### src/rtl/if_fetch_controller_if.sv
// Instruction-memory request/response bundle between the fetch controller (master) and imem (slave).
// The request is held until the one-cycle ready strobe; rdata is valid only in that strobe cycle.
interface if_fetch_controller_if;
    logic        req;
    logic [31:0] addr;
    logic        ready;
    logic [31:0] rdata;

    modport master (output req, output addr, input ready, input rdata);
    modport slave  (input req, input addr, output ready, output rdata);
endinterface

### src/rtl/if_fetch_controller.sv
// Fetch sequencer: owns the PC, runs the imem handshake, and loads IF/ID (1 instr/cycle on 0-wait imem).
// Stall parks a returned word in a skid register; a taken branch always wins and squashes in flight work.
module if_fetch_controller #(
    parameter logic [31:0] RESET_PC = 32'h0000_0000,
    parameter int          NUM_W    = 4
) (
    input  logic                     i_clock,
    input  logic                     i_reset,
    input  logic                     i_stall,
    input  logic                     i_branch_taken,
    input  logic [31:0]              i_branch_target,
    if_fetch_controller_if.master    imem,
    output logic                     o_if_valid,
    output logic [31:0]              o_if_pc,
    output logic [31:0]              o_if_npc,
    output logic [31:0]              o_if_inst,
    output logic                     o_flush_out,
    output logic [NUM_W-1:0]         o_inst_num
);

    typedef enum logic [1:0] {S_IDLE, S_FETCH, S_HOLD, S_DRAIN} state_t;

    state_t             r_state;
    logic [31:0]        r_pc;
    logic [31:0]        r_req_addr;
    logic [31:0]        r_skid_dat;
    logic               r_if_valid;
    logic [31:0]        r_if_pc;
    logic [31:0]        r_if_npc;
    logic [31:0]        r_if_inst;
    logic               r_flush;
    logic [NUM_W-1:0]   r_inst_num;

    state_t             w_state_nxt;
    logic [31:0]        w_pc_nxt;
    logic               w_load;
    logic [31:0]        w_load_dat;
    logic               w_capture;
    logic               w_bubble;

    always_comb begin
        w_state_nxt = r_state;
        w_pc_nxt    = r_pc;
        w_load      = 1'b0;
        w_load_dat  = imem.rdata;
        w_capture   = 1'b0;
        w_bubble    = 1'b0;
        if (i_branch_taken) begin
            w_pc_nxt = i_branch_target;
            // An unanswered request cannot be withdrawn, so it is drained first.
            case (r_state)
                S_FETCH: w_state_nxt = imem.ready ? S_FETCH : S_DRAIN;
                S_DRAIN: w_state_nxt = S_DRAIN;
                default: w_state_nxt = S_FETCH;
            endcase
        end else begin
            case (r_state)
                S_IDLE: w_state_nxt = S_FETCH;
                S_FETCH: begin
                    if (imem.ready) begin
                        if (i_stall) begin
                            w_capture   = 1'b1;
                            w_state_nxt = S_HOLD;
                        end else begin
                            w_load   = 1'b1;
                            w_pc_nxt = r_pc + 32'd1;
                        end
                    end else if (!i_stall) begin
                        w_bubble = 1'b1;
                    end
                end
                S_HOLD: begin
                    if (!i_stall) begin
                        w_load      = 1'b1;
                        w_load_dat  = r_skid_dat;
                        w_pc_nxt    = r_pc + 32'd1;
                        w_state_nxt = S_FETCH;
                    end
                end
                S_DRAIN: begin
                    if (imem.ready) w_state_nxt = S_FETCH;
                end
                default: w_state_nxt = S_IDLE;
            endcase
        end
    end

    always_ff @(posedge i_clock) begin
        if (i_reset) begin
            r_state    <= S_IDLE;
            r_pc       <= RESET_PC;
            r_req_addr <= RESET_PC;
            r_skid_dat <= 32'd0;
            r_if_valid <= 1'b0;
            r_if_pc    <= 32'd0;
            r_if_npc   <= 32'd0;
            r_if_inst  <= 32'd0;
            r_flush    <= 1'b0;
            r_inst_num <= '0;
        end else begin
            r_state <= w_state_nxt;
            r_pc    <= w_pc_nxt;
            r_flush <= i_branch_taken;
            // Every new request launches at the PC it will fetch; DRAIN keeps the abandoned one.
            if (w_state_nxt == S_FETCH) r_req_addr <= w_pc_nxt;
            if (w_capture) r_skid_dat <= imem.rdata;
            if (i_branch_taken) begin
                r_if_valid <= 1'b0;
                r_skid_dat <= 32'd0;
            end else if (w_load) begin
                r_if_valid <= 1'b1;
                r_if_pc    <= r_pc;
                r_if_npc   <= r_pc + 32'd1;
                r_if_inst  <= w_load_dat;
                r_inst_num <= r_inst_num + 1'b1;
            end else if (w_bubble) begin
                r_if_valid <= 1'b0;
            end
        end
    end

    assign imem.req    = (r_state == S_FETCH) || (r_state == S_DRAIN);
    assign imem.addr   = r_req_addr;
    assign o_if_valid  = r_if_valid;
    assign o_if_pc     = r_if_pc;
    assign o_if_npc    = r_if_npc;
    assign o_if_inst   = r_if_inst;
    assign o_flush_out = r_flush;
    assign o_inst_num  = r_inst_num;

endmodule

### src/flat_wrapper.sv
// flat-port wrapper written by rule: the top's interface ports become plain ports
module if_fetch_controller_flat 
#(
    parameter logic [31:0] RESET_PC = 32'h0000_0000,
    parameter int          NUM_W    = 4
)
  (i_clock, i_reset, i_stall, i_branch_taken, i_branch_target, o_if_valid, o_if_pc, o_if_npc, o_if_inst, o_flush_out, o_inst_num, imem_req, imem_addr, imem_ready, imem_rdata);
  if_fetch_controller_if imem_i ();
  input  logic i_clock;
  input  logic i_reset;
  input  logic i_stall;
  input  logic i_branch_taken;
  input  logic [31:0] i_branch_target;
  output logic o_if_valid;
  output logic [31:0] o_if_pc;
  output logic [31:0] o_if_npc;
  output logic [31:0] o_if_inst;
  output logic o_flush_out;
  output logic [NUM_W-1:0] o_inst_num;
  output wire logic [$bits(imem_i.req)-1:0] imem_req;
  output wire logic [$bits(imem_i.addr)-1:0] imem_addr;
  input wire logic [$bits(imem_i.ready)-1:0] imem_ready;
  input wire logic [$bits(imem_i.rdata)-1:0] imem_rdata;
  assign imem_req = imem_i.req;
  assign imem_addr = imem_i.addr;
  assign imem_i.ready = imem_ready;
  assign imem_i.rdata = imem_rdata;
  if_fetch_controller #(.RESET_PC(RESET_PC), .NUM_W(NUM_W)) u_core (.i_clock(i_clock), .i_reset(i_reset), .i_stall(i_stall), .i_branch_taken(i_branch_taken), .i_branch_target(i_branch_target), .imem(imem_i), .o_if_valid(o_if_valid), .o_if_pc(o_if_pc), .o_if_npc(o_if_npc), .o_if_inst(o_if_inst), .o_flush_out(o_flush_out), .o_inst_num(o_inst_num));
endmodule
### config.mk
export PLATFORM = sky130hd
export DESIGN_NAME = if_fetch_controller_flat
export DESIGN_NICKNAME = d
export VERILOG_FILES = /design/src/rtl/if_fetch_controller_if.sv /design/src/rtl/if_fetch_controller.sv /design/src/flat_wrapper.sv
export SDC_FILE = /design/constraint.sdc
export NUM_CORES = 1
export LEC_CHECK = 0
export CAP_MARGIN = 20
export CORE_ASPECT_RATIO = 0.8
export CORE_UTILIZATION = 45
export DETAILED_ROUTE_END_ITERATION = 10
export GPL_ROUTABILITY_DRIVEN = 0
export PLACE_DENSITY = 0.78
export SYNTH_ARGS = -nofsm -noshare
export SYNTH_HDL_FRONTEND = slang
export SYNTH_SLANG_ARGS = --single-unit
### constraint.sdc
create_clock -name i_clock -period 2.4 [get_ports i_clock]
set_clock_uncertainty 0.1 [all_clocks]
set_input_delay 0.24 -clock i_clock [delete_from_list [all_inputs] [get_ports i_clock]]
set_output_delay 0.24 -clock i_clock [all_outputs]
set_load 0.005 [all_outputs]
==> metrics.md <==
| Metric | Value |
|---|---|
| WL/cell | 16.97 um |
| Via Count | 8175 |
| Least-Margin Pin Slew | 0.6094 ns |
| IO Count | 204 |
| Arrival @ worst endpoint | 2.55 ns |
| Slew HR | 59.00% |
| Post-cts resize count | 0 |
| Starting density of the core | 46.67% |
| Sink Count | 200 |
| FF-to-FF Start | u_core.r_state[0]$_SDFF_PP0_ |
| Internal Pwr Total | 5.471 mW |
| Post-CTS Hold Fix Bufs | 0 |
| Top-count cell post-synth | dfxtp_1 |
| CTS root buf | clkbuf_16 |
| Final period util | 97.08% |
| Crit path time final | 2.330 ns |
| Asr flop ratio synth | 0% |
| P&R area growth vs syn | 38.01% |
| Input/output buffers | 203 |
| Max clock buf depth | 2 |
| Synth area leaders | dfxtp_1, nand2_1, a211oi_1 |
| Reg area | 0.004005 mm^2 |
| Synth top area share | 46.66% |
| Fin cells | 1497 |
| Initial antenna violation count | 0 |
| Largest net degree at the start of global routing | 68 |
| Met3 usage | 6.308% |
| Post-synthesis average cell area | 8.380 um^2 |
| H-tree Lvls | 4 |
| Drc violations | 0 |
| CP Capture Type | flip-flop |
| Max Freq | 429.2 MHz |
| Gr ovfl total | 0 |
| Final nets | 1306 |
| Post-synth top flop | dfxtp_1 |
| Worst R2R End | u_core.imem.addr[5]$_SDFFE_PP0N_ |
| CP Max Fanout | 10 |
| Total wire length | 25410 um |
| TritonCTS buffer count | 17 |
| Setup crit end | u_core.imem.addr[5]$_SDFFE_PP0N_ |
| WHS | 0.1179 ns |
| Worst setup SP type | flip-flop |
| Pwr Total | 7.404 mW |
| Core Footprint | 0.01839 mm^2 |
| Vias in the first global route | 7571 |
| Synth Net Count | 1099 |
| Setup bufs post-CTS | 0 |
| Final setup fails | 0 |
| Setup_tns | 0 ns |
| Clock slew at reported path FFs | 0.08 ns |
| Ant diodes | 0 |
| Worst Path Required | 2.62 ns |
| Cells after DPL | 1465 |
| EDFF count, synth | 0 |
| GRT Max-Usage Layer | met2 |
| Switch share | 26.11% |
| R2R depth | 9 |
| Yosys Warn Count | 0 |
| Reg power frac | 48.0% |
| P_sw | 1.933 mW |
| Critical path type | flip-flop to flip-flop |
| Unrepaired setup endpoints after global routing | yes |
| GRT met1 Usage | 36.63% |
| CTS tree | yes |
| Commonest cells in the synthesized netlist | dfxtp_1, nand2_1, nor2_1 |
| Reg2reg setup slack | 0.07 ns |
| Final core occ | 64.41% |
| Final ANT Viol Nets | 0 |
| Hold Crit Class | primary input to flip-flop |
| Die W | 156.4 um |
| Mapped Cells | 1024 |
| Multi-input gate area | 0.004209 mm^2 |
| Yosys top cell by area | dfxtp_1 |
| First-pass DRT Iterations | 5 |
| Vert. Die Dim | 125.5 um |
| First-pass GRT wire length | 39440 um |
| Combinational group share of total power | 13.5% |
| Max Slew Vio Count | 0 |
| Clock network power share | 38.6% |
| Status | complete, no violations |
| Critical path origin | u_core.r_state[0]$_SDFF_PP0_ |
| Post-DP HPWL | 18410 um |
| Max cap viols | 0 |
| Vias per cell | 5.461 |
| Met2 usage | 38.73% |
| Fill count | 1540 |
| Clk Latency, worst-skew pair | 0.44 ns |
| LEAKAGE | 4.402 nW |
| DRT iter0 DRCs | 556 |
| Die Area | 0.01963 mm^2 |
| Maximum VDD drop | 342.3 uV |
| Layout cell share with drive strength beyond 1 | 11.01% |
| Post-Syn Area | 0.008581 mm^2 |
| GRT Total Usage | 25.84% |
| Final Hold Viols | 0 |
| Power per cell area | 625.2 mW/mm^2 |
| Sequential-to-total area share from yosys stat | 46.66% |
| Seq cells post-synth | 200 |
| FP Rows | 44 |
| Synth unique cells | 61 |
==> power by group through the flow <==
stage	combinational [mW]	sequential, mW	clock (mW)
after global routing	1.08	3.56	3.01
after CTS	0.983	3.55	2.89
after global placement	0.964	3.62	0
after detailed placement	0.977	3.62	0
after floorplan	0.469	3.60	0
final	0.997	3.55	2.86
==> per-stage QoR <==
step / worst slack (ns) / area, um^2
finish: 0.07001 / 11840
global route: -0.06606 / 11840
CTS: 0.03042 / 11810
detailed placement: -0.09669 / 11220
global placement: -0.01825 / 11220
floorplan: 0.05109 / 8581
==> cell usage in the layout, fill, tap and decap left out, drive strengths merged, types with 13 or more instances in the layout <==
master	instances
nand3	13
nor3	17
mux2i	34
nor2	121
clkbuf	19
a211oi	73
o21ai	26
nand2	171
buf	77
inv	21
a21oi	97
xnor2	18
clkdlybuf4s50	201
xor2	14
dfxtp	200
==> worst max-delay path: stages (launching register included) <==
cell	delay (ns)
dfxtp_2	0.37
inv_1	0.10
ha_1	0.27
a21oi_1	0.28
o21ai_1	0.20
buf_4	0.22
a21o_1	0.16
a211o_1	0.29
o21ai_0	0.10
o22ai_1	0.12
==> layout make-up <==
class	instances	area share (%)
clock buffers	19	3.825
clock inverters	13	1.109
inverters	14	0.4437
multi-input cells	720	35.54
flip-flops and latches	200	33.82
well taps	253	2.673
repair buffers	278	22.59
==> cells by family (layout without fill, tap and decap cells) <==
| family | Yosys count | after routing | synth area share, % |
|---|---|---|---|
| and+or+nand+nor | 387 | 387 | 20.56 |
| AOI/OAI and AO/OA | 261 | 261 | 19.87 |
| DFF | 200 | 200 | 46.66 |
| buffers and inverters | 104 | 324 | 4.797 |
| muxes | 34 | 34 | 3.966 |
| xor gates and xnor gates | 32 | 32 | 3.266 |
| adders and majority gates | 6 | 6 | 0.8749 |
==> worst min-delay path by stage <==
stage / startpoint / to / slack (ns) / cells past startpoint
after floorplan: i_branch_target[16] / u_core.r_pc[16]$_SDFF_PP0_ / 0.24 / 2
after global placement: u_core.r_skid_dat[21]$_SDFFE_PP0P_ / u_core.r_skid_dat[21]$_SDFFE_PP0P_ / 0.34 / 2
after detailed placement: u_core.r_skid_dat[21]$_SDFFE_PP0P_ / u_core.r_skid_dat[21]$_SDFFE_PP0P_ / 0.35 / 2
after CTS: i_reset / u_core.r_pc[22]$_SDFF_PP0_ / 0.10 / 2
after global routing: i_reset / u_core.r_pc[22]$_SDFF_PP0_ / 0.11 / 2
final: i_reset / u_core.r_pc[22]$_SDFF_PP0_ / 0.12 / 2
==> per-layer routing <==
layer | part of all wire, % | vias to the layer above
met5 | 0 | -
met4 | 1.9 | 0
met3 | 8.4 | 36
met2 | 44 | 341
met1 | 46 | 3821
li1 | - | 3977
==> sequential cells by signal, indices dropped and copies added (netlist names) <==
register / flops
u_core.imem.addr: 32
u_core.o_flush_out: 1
u_core.o_if_inst: 32
u_core.o_if_npc: 32
u_core.o_if_pc: 32
u_core.o_if_valid: 1
u_core.o_inst_num: 4
u_core.r_pc: 32
u_core.r_skid_dat: 32
u_core.r_state: 2
No activity file was read; power rests on OpenSTA's default activity.
